==> config.mk <==
export PLATFORM = sky130hd
export DESIGN_NAME = teletext_frontend
export DESIGN_NICKNAME = d
export VERILOG_FILES = /design/src/rtl/teletext_frontend.sv
export SDC_FILE = /design/constraint.sdc
export NUM_CORES = 1
export LEC_CHECK = 0
export CORE_ASPECT_RATIO = 0.7
export CORE_MARGIN = 3
export CORE_UTILIZATION = 35
export CTS_CLUSTER_SIZE = 20
export DETAILED_ROUTE_END_ITERATION = 8
export PLACE_DENSITY = 0.73
export SETUP_SLACK_MARGIN = 0.02
export SYNTH_ARGS = -nofsm -noshare
export SYNTH_HDL_FRONTEND = slang
export SYNTH_SLANG_ARGS = --single-unit
==> constraint.sdc <==
create_clock -name clk -period 1.4 [get_ports clk]
set_input_delay 0.28 -clock clk [delete_from_list [all_inputs] [get_ports clk]]
set_output_delay 0.28 -clock clk [all_outputs]
set_load 0.005 [all_outputs]
==> src/rtl/teletext_frontend.sv <==
// teletext_frontend: character-rate timing generator and pixel-word serialiser for the teletext core.
// Define TELETEXT_FRONTEND_PO_BLANK_EN to add the po input and blan output for picture-on blanking.
module teletext_frontend #(
  parameter int PIXELS_PER_CHAR   = 12,
  parameter int TICKS_PER_CHAR    = 2,
  parameter int SCANLINES_PER_ROW = 10,
  parameter int ROWS_PER_FRAME    = 25,
  parameter int FLASH_FRAMES      = 16,
  localparam int PPT = PIXELS_PER_CHAR / TICKS_PER_CHAR,
  localparam int SW  = $clog2(SCANLINES_PER_ROW),
  localparam int RW  = $clog2(ROWS_PER_FRAME)
) (
  input  logic                       clk,
  input  logic                       reset_n,
  input  logic                       char_enable,
  input  logic                       lose,
  input  logic                       glr,
  input  logic                       dew,
  input  logic                       crs,
  input  logic [6:0]                 data_in,
`ifdef TELETEXT_FRONTEND_PO_BLANK_EN
  input  logic                       po,
  output logic                       blan,
`endif
  output logic                       tt_character__valid,
  output logic [6:0]                 tt_character__character,
  output logic                       tt_timings__restart_frame,
  output logic                       tt_timings__end_of_scanline,
  output logic                       tt_timings__first_scanline_of_row,
  output logic                       tt_timings__smoothe,
  output logic [1:0]                 tt_timings__interpolate_vertical,
  input  logic                       tt_pixels__valid,
  input  logic [PIXELS_PER_CHAR-1:0] tt_pixels__red,
  input  logic [PIXELS_PER_CHAR-1:0] tt_pixels__green,
  input  logic [PIXELS_PER_CHAR-1:0] tt_pixels__blue,
  output logic [PPT-1:0]             red,
  output logic [PPT-1:0]             green,
  output logic [PPT-1:0]             blue,
  output logic                       pixels_valid,
  output logic [SW-1:0]              scanline,
  output logic [RW-1:0]              row,
  output logic                       flash
);
  localparam int FW = FLASH_FRAMES > 1 ? $clog2(FLASH_FRAMES) : 1;
  logic last_glr, last_dew, glr_fall, dew_rise, last_line;
  logic [FW-1:0] flash_count;
  logic [PPT-1:0] red_s, green_s, blue_s;
  logic pv_s;
  assign tt_character__valid = lose & char_enable;
  assign tt_character__character = data_in;
  assign tt_timings__smoothe = 1'b1;
  assign tt_timings__first_scanline_of_row = scanline == '0;
  assign glr_fall = last_glr & ~glr;
  assign dew_rise = dew & ~last_dew;
  assign last_line = scanline == SW'(SCANLINES_PER_ROW - 1);
  always_ff @(posedge clk) begin
    if (!reset_n) begin
      last_glr <= 1'b0;
      last_dew <= 1'b0;
      tt_timings__end_of_scanline <= 1'b0;
      tt_timings__restart_frame <= 1'b0;
      tt_timings__interpolate_vertical <= 2'd0;
      scanline <= '0;
      row <= '0;
      flash_count <= '0;
      flash <= 1'b0;
    end else begin
      last_glr <= glr;
      last_dew <= dew;
      if (glr_fall) tt_timings__end_of_scanline <= 1'b1;
      else if (char_enable) tt_timings__end_of_scanline <= 1'b0;
      if (dew) begin
        tt_timings__restart_frame <= 1'b1;
        tt_timings__interpolate_vertical <= crs ? 2'd2 : 2'd1;
        scanline <= '0;
        row <= '0;
      end else begin
        if (char_enable) tt_timings__restart_frame <= 1'b0;
        if (glr_fall) begin
          scanline <= last_line ? '0 : scanline + 1'b1;
          if (last_line && row != RW'(ROWS_PER_FRAME - 1)) row <= row + 1'b1;
        end
      end
      if (dew_rise) begin
        flash_count <= flash_count == FW'(FLASH_FRAMES - 1) ? '0 : flash_count + 1'b1;
        if (flash_count == FW'(FLASH_FRAMES - 1)) flash <= ~flash;
      end
    end
  end
  if (TICKS_PER_CHAR == 1) begin : g_pass
    assign red_s = tt_pixels__red;
    assign green_s = tt_pixels__green;
    assign blue_s = tt_pixels__blue;
    assign pv_s = tt_pixels__valid;
  end else begin : g_ser
    localparam int IW = $clog2(TICKS_PER_CHAR);
    logic [IW-1:0] idx;
    logic [PIXELS_PER_CHAR-1:0] sr, sg, sb;
    logic busy;
    assign busy = idx != '0;
    // the stored word is pre-shifted so its next slice always sits at the top
    always_ff @(posedge clk) begin
      if (!reset_n) begin
        idx <= '0;
        sr <= '0;
        sg <= '0;
        sb <= '0;
      end else if (tt_pixels__valid) begin
        idx <= IW'(1);
        sr <= tt_pixels__red << PPT;
        sg <= tt_pixels__green << PPT;
        sb <= tt_pixels__blue << PPT;
      end else if (busy) begin
        idx <= idx == IW'(TICKS_PER_CHAR - 1) ? '0 : idx + 1'b1;
        sr <= sr << PPT;
        sg <= sg << PPT;
        sb <= sb << PPT;
      end
    end
    assign red_s = tt_pixels__valid ? tt_pixels__red[PIXELS_PER_CHAR-1 -: PPT] : busy ? sr[PIXELS_PER_CHAR-1 -: PPT] : '0;
    assign green_s = tt_pixels__valid ? tt_pixels__green[PIXELS_PER_CHAR-1 -: PPT] : busy ? sg[PIXELS_PER_CHAR-1 -: PPT] : '0;
    assign blue_s = tt_pixels__valid ? tt_pixels__blue[PIXELS_PER_CHAR-1 -: PPT] : busy ? sb[PIXELS_PER_CHAR-1 -: PPT] : '0;
    assign pv_s = tt_pixels__valid | busy;
  end
`ifdef TELETEXT_FRONTEND_PO_BLANK_EN
  logic po_q;
  always_ff @(posedge clk) begin
    if (!reset_n) po_q <= 1'b0;
    else if (char_enable) po_q <= po;
  end
  assign blan = ~po_q;
  assign red = po_q ? red_s : '0;
  assign green = po_q ? green_s : '0;
  assign blue = po_q ? blue_s : '0;
  assign pixels_valid = pv_s & po_q;
`else
  assign red = red_s;
  assign green = green_s;
  assign blue = blue_s;
  assign pixels_valid = pv_s;
`endif
endmodule

After elaboration in Yosys (flattened, before gate mapping)
Cells that the tools add are included.
Word-level totals
  flip-flop bits (word level): 39
  bits of input ports: 51
  output and inout port bits: 43
  logic and storage cells: 52
Cells by class
  add/subtract/negate cells: 3
  eq/ne operators: 3
  mux-type cells: 17
  bitwise gates (word level): 8
  reduce and logical (&&, ||, !) cells: 8
Operators by type and width (number)
  two-way mux 12 bit: 4
  two-way mux 6 bit: 6
  adder 4 x 1 -> 4 bit (second input constant): 2
  == test 4 bit (second input constant): 2
  two-way mux 4 bit: 2
  nonzero test 2 bit: 3
  adder 5 x 1 -> 5 bit (second input constant): 1
  inequality test 5 bit (second input constant): 1
  logical NOT 4 bit: 1
  two-way mux 1 bit: 4
  NOT 1 bit: 4
  AND reduction 2 bit: 2
  AND 1 bit: 3
  two-way mux 2 bit: 1
  OR reduction 2 bit: 1
  logical AND 1 bit: 1
  OR 1 bit: 1

Longest topological paths before layout
Gate-level depths: netlist of the first run.
  depth after elaboration: 3
  gate-level depth with buffers: 5
  gate-level depth less buffers: 5

Least setup slack after synthesis of the first run
No wires, ideal clock.
  kind: register to register
  from: reg scanline[1]
  to: reg row[0]
  setup time: 0.070 ns
  arrival: 1.428 ns
  data required time: 1.330 ns
  slack: -0.098 ns
  cell stages (with the launch flop): 5
  path buffers: 1
  period minus slack after synthesis: 1.498 ns
  path through: dfxtp_1 > buf_6 > or3b_4 > or4_1 > a21oi_1
Between the ends
  cells in the longest elaborated chain, start to end: 3
Ends and longest elaborated chain
  start, declared: line 40  | output logic [SW-1:0] scanline,
  start signal, assigned: line 80  | scanline <= last_line ? '0 : scanline + 1'b1;
  == test 4 bit: line 55  | assign last_line = scanline == SW'(SCANLINES_PER_ROW - 1);
  logical AND 1 bit: line 81  | if (last_line && row != RW'(ROWS_PER_FRAME - 1)) row <= row + 1'b1;
  AND reduction 2 bit (no line)
  end signal, assigned: line 81
  end, declared: line 41  | output logic [RW-1:0] row,
No other way between the ends.
A chain may end at the register's enable or synchronous reset.

Worst setup path in the final report of the first run
  from: reg g_ser.idx, in the netlist g_ser.busy
  to: out blue[0]
Between the ends
  cells in the longest elaborated chain, start to end: 2
Ends and longest elaborated chain
  start, declared: line 97  | logic [IW-1:0] idx;
  start signal, assigned: line 114  | idx <= idx == IW'(TICKS_PER_CHAR - 1) ? '0 : idx + 1'b1;
  two-way mux 6 bit (2 in a row): line 122  | assign blue_s = tt_pixels__valid ? tt_pixels__blue[PIXELS_PER_CHAR-1 -: PPT] : busy ? sb[PIXELS_PER_CHAR-1 -: ...
  end, declared: line 38  | output logic [PPT-1:0] blue,
No other way between the ends.

==> key figures, run 1 <==
Clocking
  – Max clock buf depth: 2
  – Worst-skew pair later-pin latency: ~0.3 ns
  – Root Buffer: clkbuf_8
  – Num CTS Buffers: 5
  – Clock slew seen by the registers of the worst setup and hold paths: 0.08 ns
  – CTS tree: done
  – H-tree depth: 2
  – # clock sinks: 39
  – Cts hold-fix bufs: 0

Detailed routing
  – Average via count per standard cell: 4.851
  – Routed Antenna Nets: 0
  – Per-cell routed wire length: about 14 um
  – Total Wirelength: between 6000 and 7000 um
  – Post-route DRC: 0
  – Initial DRC count: 94
  – Routed vias: between 2000 and 2500
  – DRT Pass-1 Iters: 4

Worst setup path
  – CP max FO: 7
  – Worst setup SP type: flip-flop
  – Setup crit end kind: output pin
  – Cell mode on critical path: buf_6
  – R2r setup slk: -0.11 ns
  – Critical path arrival: 1.27 ns
  – Worst endpoint required time: 1.12 ns
  – Slowest CP cell: dfxtp_4
  – Worst setup path category: reg -> out
  – Crit path cell chain: buf_6, buf_12, buf_6, nand2_2, o21ai_1, buf_2
  – Max incr delay on CP: 0.37 ns

Global route
  – Busiest grt layer: met2
  – Largest net degree at the start of global routing: 32
  – M2 GR Usage: 0.3008
  – Vias in the first global route: 2039
  – First-pass GRT wire length: 9570 um
  – Initial antenna violation count: 0
  – GRT Total Usage: 0.1879
  – GR met1 Demand/Resource: 0.2580
  – Grt met3 use: 0.03956
  – Global route total overflow: 0

Place
  – # port buffers: 78
  – RD Place Congestion: 0.7823
  – Area after DPL: ~3000 sq um
  – # placed instances: 416
  – HPWL after detailed placement: 3845 um

Outcome
  – Status: finished, violations left
  – Violated checks: setup timing

Timing
  – Final setup violation count: 25
  – Unrepaired setup endpoints after global routing: yes
  – Final period utilization: 1.105
  – Layout Skew: 0.01159 ns
  – Min Tclk post-route: 1.546 ns
  – PnR worst setup slack: -0.1465 ns
  – Setup_tns: -2.219 ns
  – Fmax: 0.6466 GHz
  – Final hold vios: 0
  – Slew Viols, Final: 0

Hold path
  – Hold crit path type: in -> reg

Power and ir drop
  – NetSw: 634.4 uW
  – Design internal power: around 1.8 mW
  – Static Leak: between 1 and 1.5 nW
  – Combinational Power Share: 0.198
  – Seq pwr share: 0.488
  – Power per Cell Area: 713.4 nW/um^2
  – Worst VDD drop: 0.4932 mV
  – Clock power frac: 0.315
  – Switch share: 0.2628

Layout
  – Ratio of cells with drive above 1 in the final layout: 0.3522
  – ANT cells: 0
  – Most frequent cells in the layout: buf_4 (40), clkdlybuf4s50_1 (39), nand2_1 (34)
  – Fin util: 0.6368
  – Final Instance Area: 3383 sq um
  – Most common cell after layout, fill and taps aside: buf_4
  – Fin cells: roughly 440
  – Final #Nets: 425
  – Area growth syn-to-layout: 73.56%

Die
  – Initial Util: 0.3669
  – Io pins: 94
  – Die extent in x: 95.20 um
  – Core Area: 5313 sq um
  – Row count: 22
  – Die extent in y: between 60 and 70 um
  – Die area: ~6500 sq um

Synthesis
  – Post-synth ARST share: 0
  – FF+latch count, synth: 39
  – Synth Cell Area: around 1900 sq um
  – Gate count of the mapped netlist: 254
  – Ys flop type: dfxtp_1
  – Syn_area_per_cell: 7.675 sq um
  – Cell variety after synth: 36
  – Post-synth EDFFs: 0
  – Post-Syn Nets: 308
  – Sequential area share after synthesis: 0.4005
  – YS warnings: 0

Job
  – Number of max-cap violations: 0
## worst paths after layout
path                                       start                                   to  cells after the start
min reg2reg  tt_timings__interpolate_vertical[0]  tt_timings__interpolate_vertical[0]                      2
max reg2reg                               row[1]                               row[4]                      5
min                                          dew            tt_timings__restart_frame                      3
max                                   g_ser.busy                              blue[0]                      6
## cells in the mapped netlist, drive strengths merged, types with 4 or more instances
cell type	number	area, sq um
nor2	26	97.59
inv	4	15.01
dfxtp	39	780.8
a21oi	28	140.1
buf	13	86.33
mux2i	4	40.04
nor3b	18	135.1
clkbuf	12	45.04
nand2	45	168.9
nor2b	5	31.28
and2	4	25.02
o21ai	21	105.1
## per-stage QoR
step	total power [mW]	hold WS (ns)	setup slack (ns)
floorplan	1.375	0.4017	-0.06021
global placement	1.641	0.4681	-0.3556
detailed placement	1.650	0.4793	-0.3904
CTS	2.431	0.4332	-0.1947
global route	2.543	0.4248	-0.2165
finish	2.414	0.3728	-0.1465
## worst max-delay path, delay by kind of cell (launching register included)
family | cells | cell delay [ns]
and+or+nand+nor | 1 | 0.04
DFF | 1 | 0.37
buffers and inverters | 4 | 0.46
AOI/OAI and AO/OA | 1 | 0.11
## flip-flops by register name (all words and copies together), names as in the netlist
| signal | cells |
|---|---|
| row | 5 |
| tt_timings__end_of_scanline | 1 |
| flash_count | 4 |
| g_ser.sb | 6 |
| scanline | 4 |
| flash | 1 |
| g_ser.busy | 1 |
| g_ser.sr | 6 |
| g_ser.sg | 6 |
| tt_timings__interpolate_vertical | 2 |
| last_glr | 1 |
| last_dew | 1 |
| tt_timings__restart_frame | 1 |
## kinds of logic (layout without fill, tap and decap cells)
| family | count (synthesis) | count (layout) | share of synthesized area |
|---|---|---|---|
| buf+inv | 30 | 148 | 0.07701 |
| xor+xnor | 3 | 3 | 0.01348 |
| simple gates | 118 | 118 | 0.3126 |
| fa+ha+maj | 3 | 3 | 0.01926 |
| flops | 39 | 39 | 0.4005 |
| compound gates | 56 | 56 | 0.1547 |
| other cells | 1 | 1 | 0.001924 |
| mux | 4 | 4 | 0.02054 |
## timing repair
item | CTS | global route
resized for setup | 160 | 33
gates cloned | 2 | 0
setup endpoints to repair | 41 | 29
hold endpoints to repair | 0 | 0
buffers inserted | 16 | 5
pin swaps | 26 | 20
## final cells by class
cell class	count	area, sq um
clock buffers	5	68.82
clock inverters	3	20.02
fillers	455	1929
inverters	5	18.77
multi-input cells	185	1186
flip-flops and latches	39	807.0
well taps	72	90.09
repair buffers	135	1192
## power groups by stage
stage	registers (mW)	clock network [mW]	logic (mW)
final	1.18	0.759	0.477
after global routing	1.18	0.841	0.519
after CTS	1.17	0.785	0.473
after detailed placement	1.20	0	0.449
after global placement	1.20	0	0.443
after floorplan	1.19	0	0.180
## layer usage
layer | vias up | wire [um]
met5 | - | 0
met4 | 0 | 80
met3 | 8 | 218
met2 | 47 | 3053
met1 | 1012 | 3008
li1 | 1087 | -
Note: power is estimated with default switching activity, not from simulation.
==> run 2, diff against run 1 <==
--- a/config.mk
+++ b/config.mk
@@ -5,7 +5,7 @@
 export SDC_FILE = /design/constraint.sdc
 export NUM_CORES = 1
 export LEC_CHECK = 0
-export CORE_ASPECT_RATIO = 0.7
+export CORE_ASPECT_RATIO = 0.8
 export CORE_MARGIN = 3
 export CORE_UTILIZATION = 35
 export CTS_CLUSTER_SIZE = 20
==> key figures, run 2 (same netlist as run 1, synthesis figures left out) <==
Worst setup path
  – Critical path arrival: 1.71 ns (was 1.27 ns)
  – Worst endpoint required time: 1.61 ns (was 1.12 ns)
  – Worst setup SP type: flip-flop (unchanged)
  – Slowest CP cell: or4_4 (was dfxtp_4)
  – Worst path top cell family by delay: simple AND/OR/NAND/NOR gates (was buffers and inverters)
  – Setup crit end kind: flip-flop (was output pin)
  – CP max FO: 3 (was 7)
  – Max incr delay on CP: 0.52 ns (was 0.37 ns)
  – Crit path cell chain: or3b_4, or4_4, a21oi_2 (was buf_6, buf_12, buf_6, nand2_2, o21ai_1, buf_2)
  – Worst Path Buf+Inv: 0 (was 4)
  – Worst setup path category: reg -> reg (was reg -> out)

Die
  – Die extent in y: 72.75 um (was 68.44 um)
  – Row count: 23 (was 22)
  – Initial Util: 0.3763 (was 0.3669)
  – Die extent in x: 89.44 um (was 95.20 um)
  – Die area: 6507 sq um (was 6515 sq um)
  – Core Area: 5180 sq um (was 5313 sq um)
  – Io pins: 94 (unchanged)

Clocking
  – Root Buffer: clkbuf_8 (unchanged)
  – CTS tree: done (unchanged)
  – Worst-skew pair later-pin latency: 0.29 ns (was 0.30 ns)
  – # clock sinks: 39 (unchanged)
  – H-tree depth: 2 (unchanged)
  – Num CTS Buffers: 5 (unchanged)
  – Clock slew seen by the registers of the worst setup and hold paths: 0.07 ns (was 0.08 ns)
  – Max clock buf depth: 2 (unchanged)

Power and ir drop
  – NetSw: 574.8 uW (was 634.4 uW)
  – Clock power frac: 0.318 (was 0.315)
  – Static Leak: 1.375 nW (was 1.482 nW)
  – Power per Cell Area: 734.9 nW/um^2 (was 713.4 nW/um^2)
  – Switch share: 0.2409 (was 0.2628)
  – Seq pwr share: 0.492 (was 0.488)
  – Total Power: 2.386 mW (was 2.414 mW)
  – Design internal power: 1.811 mW (was 1.779 mW)
  – Combinational Power Share: 0.190 (was 0.198)
  – Worst VDD drop: 0.4975 mV (was 0.4932 mV)

Global route
  – Initial antenna violation count: 0 (unchanged)
  – First-pass GRT wire length: 8631 um (was 9570 um)
  – GRT Total Usage: 0.1679 (was 0.1879)
  – Global route total overflow: 0 (unchanged)
  – Vias in the first global route: 1909 (was 2039)
  – Largest net degree at the start of global routing: 28 (was 32)

Place
  – # port buffers: 78 (unchanged)
  – HPWL after detailed placement: 3651 um (was 3845 um)
  – RD Place Congestion: 0.7343 (was 0.7823)
  – Area after DPL: 2939 sq um (was 2999 sq um)

Timing
  – Final setup violation count: 7 (was 25)
  – Layout Skew: 0.006396 ns (was 0.01159 ns)
  – Hold_ws: 0.4467 ns (was 0.3728 ns)
  – Unrepaired setup endpoints after global routing: yes (unchanged)
  – Slew Viols, Final: 0 (unchanged)
  – Final period utilization: 1.068 (was 1.105)
  – PnR worst setup slack: -0.09566 ns (was -0.1465 ns)
  – Final hold vios: 0 (unchanged)
  – Fmax: 0.6686 GHz (was 0.6466 GHz)
  – Min Tclk post-route: 1.496 ns (was 1.546 ns)

Detailed routing
  – Initial DRC count: 53 (was 94)
  – Per-cell routed wire length: 13.34 um (was 14.33 um)
  – Met2 Routed Length: 2745 um (was 3053 um)
  – Wire length on met3: 297 um (was 218 um)
  – Total Wirelength: 5589 um (was 6362 um)
  – Post-route DRC: 0 (unchanged)
  – Routed Antenna Nets: 0 (unchanged)
  – DRT Pass-1 Iters: 4 (unchanged)
  – Average via count per standard cell: 5.007 (was 4.851)
  – Metal-1 WL: 2506 um (was 3008 um)
  – Top layer in use: met4 (unchanged)
  – Routed vias: 2098 (was 2154)

Job
  – Number of max-cap violations: 0 (unchanged)

Outcome
  – Status: finished, violations left (unchanged)
  – Violated checks: setup timing (unchanged)

Layout
  – Most frequent cells in the layout: nand2_1 (39), clkdlybuf4s50_1 (39), dfxtp_1 (29) (was buf_4 (40), clkdlybuf4s50_1 (39), nand2_1 (34))
  – Final #Nets: 411 (was 425)
  – ANT cells: 0 (unchanged)
  – Largest registers: g_ser.sb: 6 flops, g_ser.sg: 6 flops, g_ser.sr: 6 flops (unchanged)
  – Ratio of cells with drive above 1 in the final layout: 0.2913 (was 0.3522)
  – Area growth syn-to-layout: 66.56% (was 73.56%)
  – Fillers: 443 (was 455)
  – Final Instance Area: 3247 sq um (was 3383 sq um)

Hold path
  – Hold crit path type: in -> reg (unchanged)
run 2: cell count changes in the layout (fill, tap and decap cells not counted), moves of 3 or more:
cell     delta
buf_4      -12
nand2_4     -6
nand2_1     +5
buf_6       -4
dfxtp_1     +3
run 2: worst min-delay path: cells and delay by family:
| kind | cells | cell delay [ns] |
|---|---|---|
| AO/OA/AOI/OAI | 1 | 0.13 |
| buffers and inverters | 3 | 0.25 |
| AND/OR/NAND/NOR | 1 | 0.04 |
run 2: worst paths after layout:
kind / endpoint / slack, ns / startpoint / cells after the start
worst max-delay path: row[0] / -0.1 / scanline[2] / 3
worst max register to register: row[0] / -0.1 / scanline[2] / 3
worst min register to register: flash / 0.48 / flash / 2
worst min-delay path: tt_timings__end_of_scanline / 0.45 / char_enable / 5
run 2: power groups by stage:
stage | registers [mW] | logic [mW] | clock network (mW)
after floorplan | 1.19 | 0.180 | 0
after global placement | 1.20 | 0.432 | 0
after detailed placement | 1.20 | 0.440 | 0
after CTS | 1.17 | 0.439 | 0.784
after global routing | 1.18 | 0.498 | 0.821
final | 1.17 | 0.454 | 0.758
run 2: metrics by stage:
| stage | instances | worst slack, ns | utilization | setup TNS, ns |
|---|---|---|---|---|
| after global placement | 398 | -0.3751 | 0.5674 | -7.443 |
| final | 419 | -0.09566 | 0.6268 | -0.3517 |
| after detailed placement | 398 | -0.4415 | 0.5674 | -8.059 |
| after floorplan | 254 | -0.06021 | - | -0.1001 |
| after global routing | 419 | -0.1419 | 0.6268 | -1.421 |
| after CTS | 415 | -0.1414 | 0.5988 | -1.139 |
run 2: timing repair:
item | 4_1_cts | 5_1_grt
pin swaps | 6 | 18
setup endpoints to repair | 40 | 29
cloned | 1 | 1
resized for setup | 116 | 52
hold buffers | 0 | 0
endpoints found under the hold margin | 0 | 0
setup buffers | 9 | 4
run 2: final cells by class:
class | count | area [sq um] | share of cell area
Clock buffer | 6 | 82.58 | 0.02543
Clock inverter | 1 | 5.005 | 0.001541
Inverter | 5 | 18.77 | 0.005780
Multi-Input combinational cell | 185 | 1141 | 0.3514
Sequential cell | 39 | 800.8 | 0.2466
Tap cell | 62 | 77.57 | 0.02389
Timing Repair Buffer | 121 | 1121 | 0.3453
run 2: layer usage:
layer / vias to the layer above / track usage
met2: 52 / 0.2600
met1: 980 / 0.2262
met3: 5 / 0.05079
li1: 1061 / -
met4: 0 / 0.04793
met5: - / 0
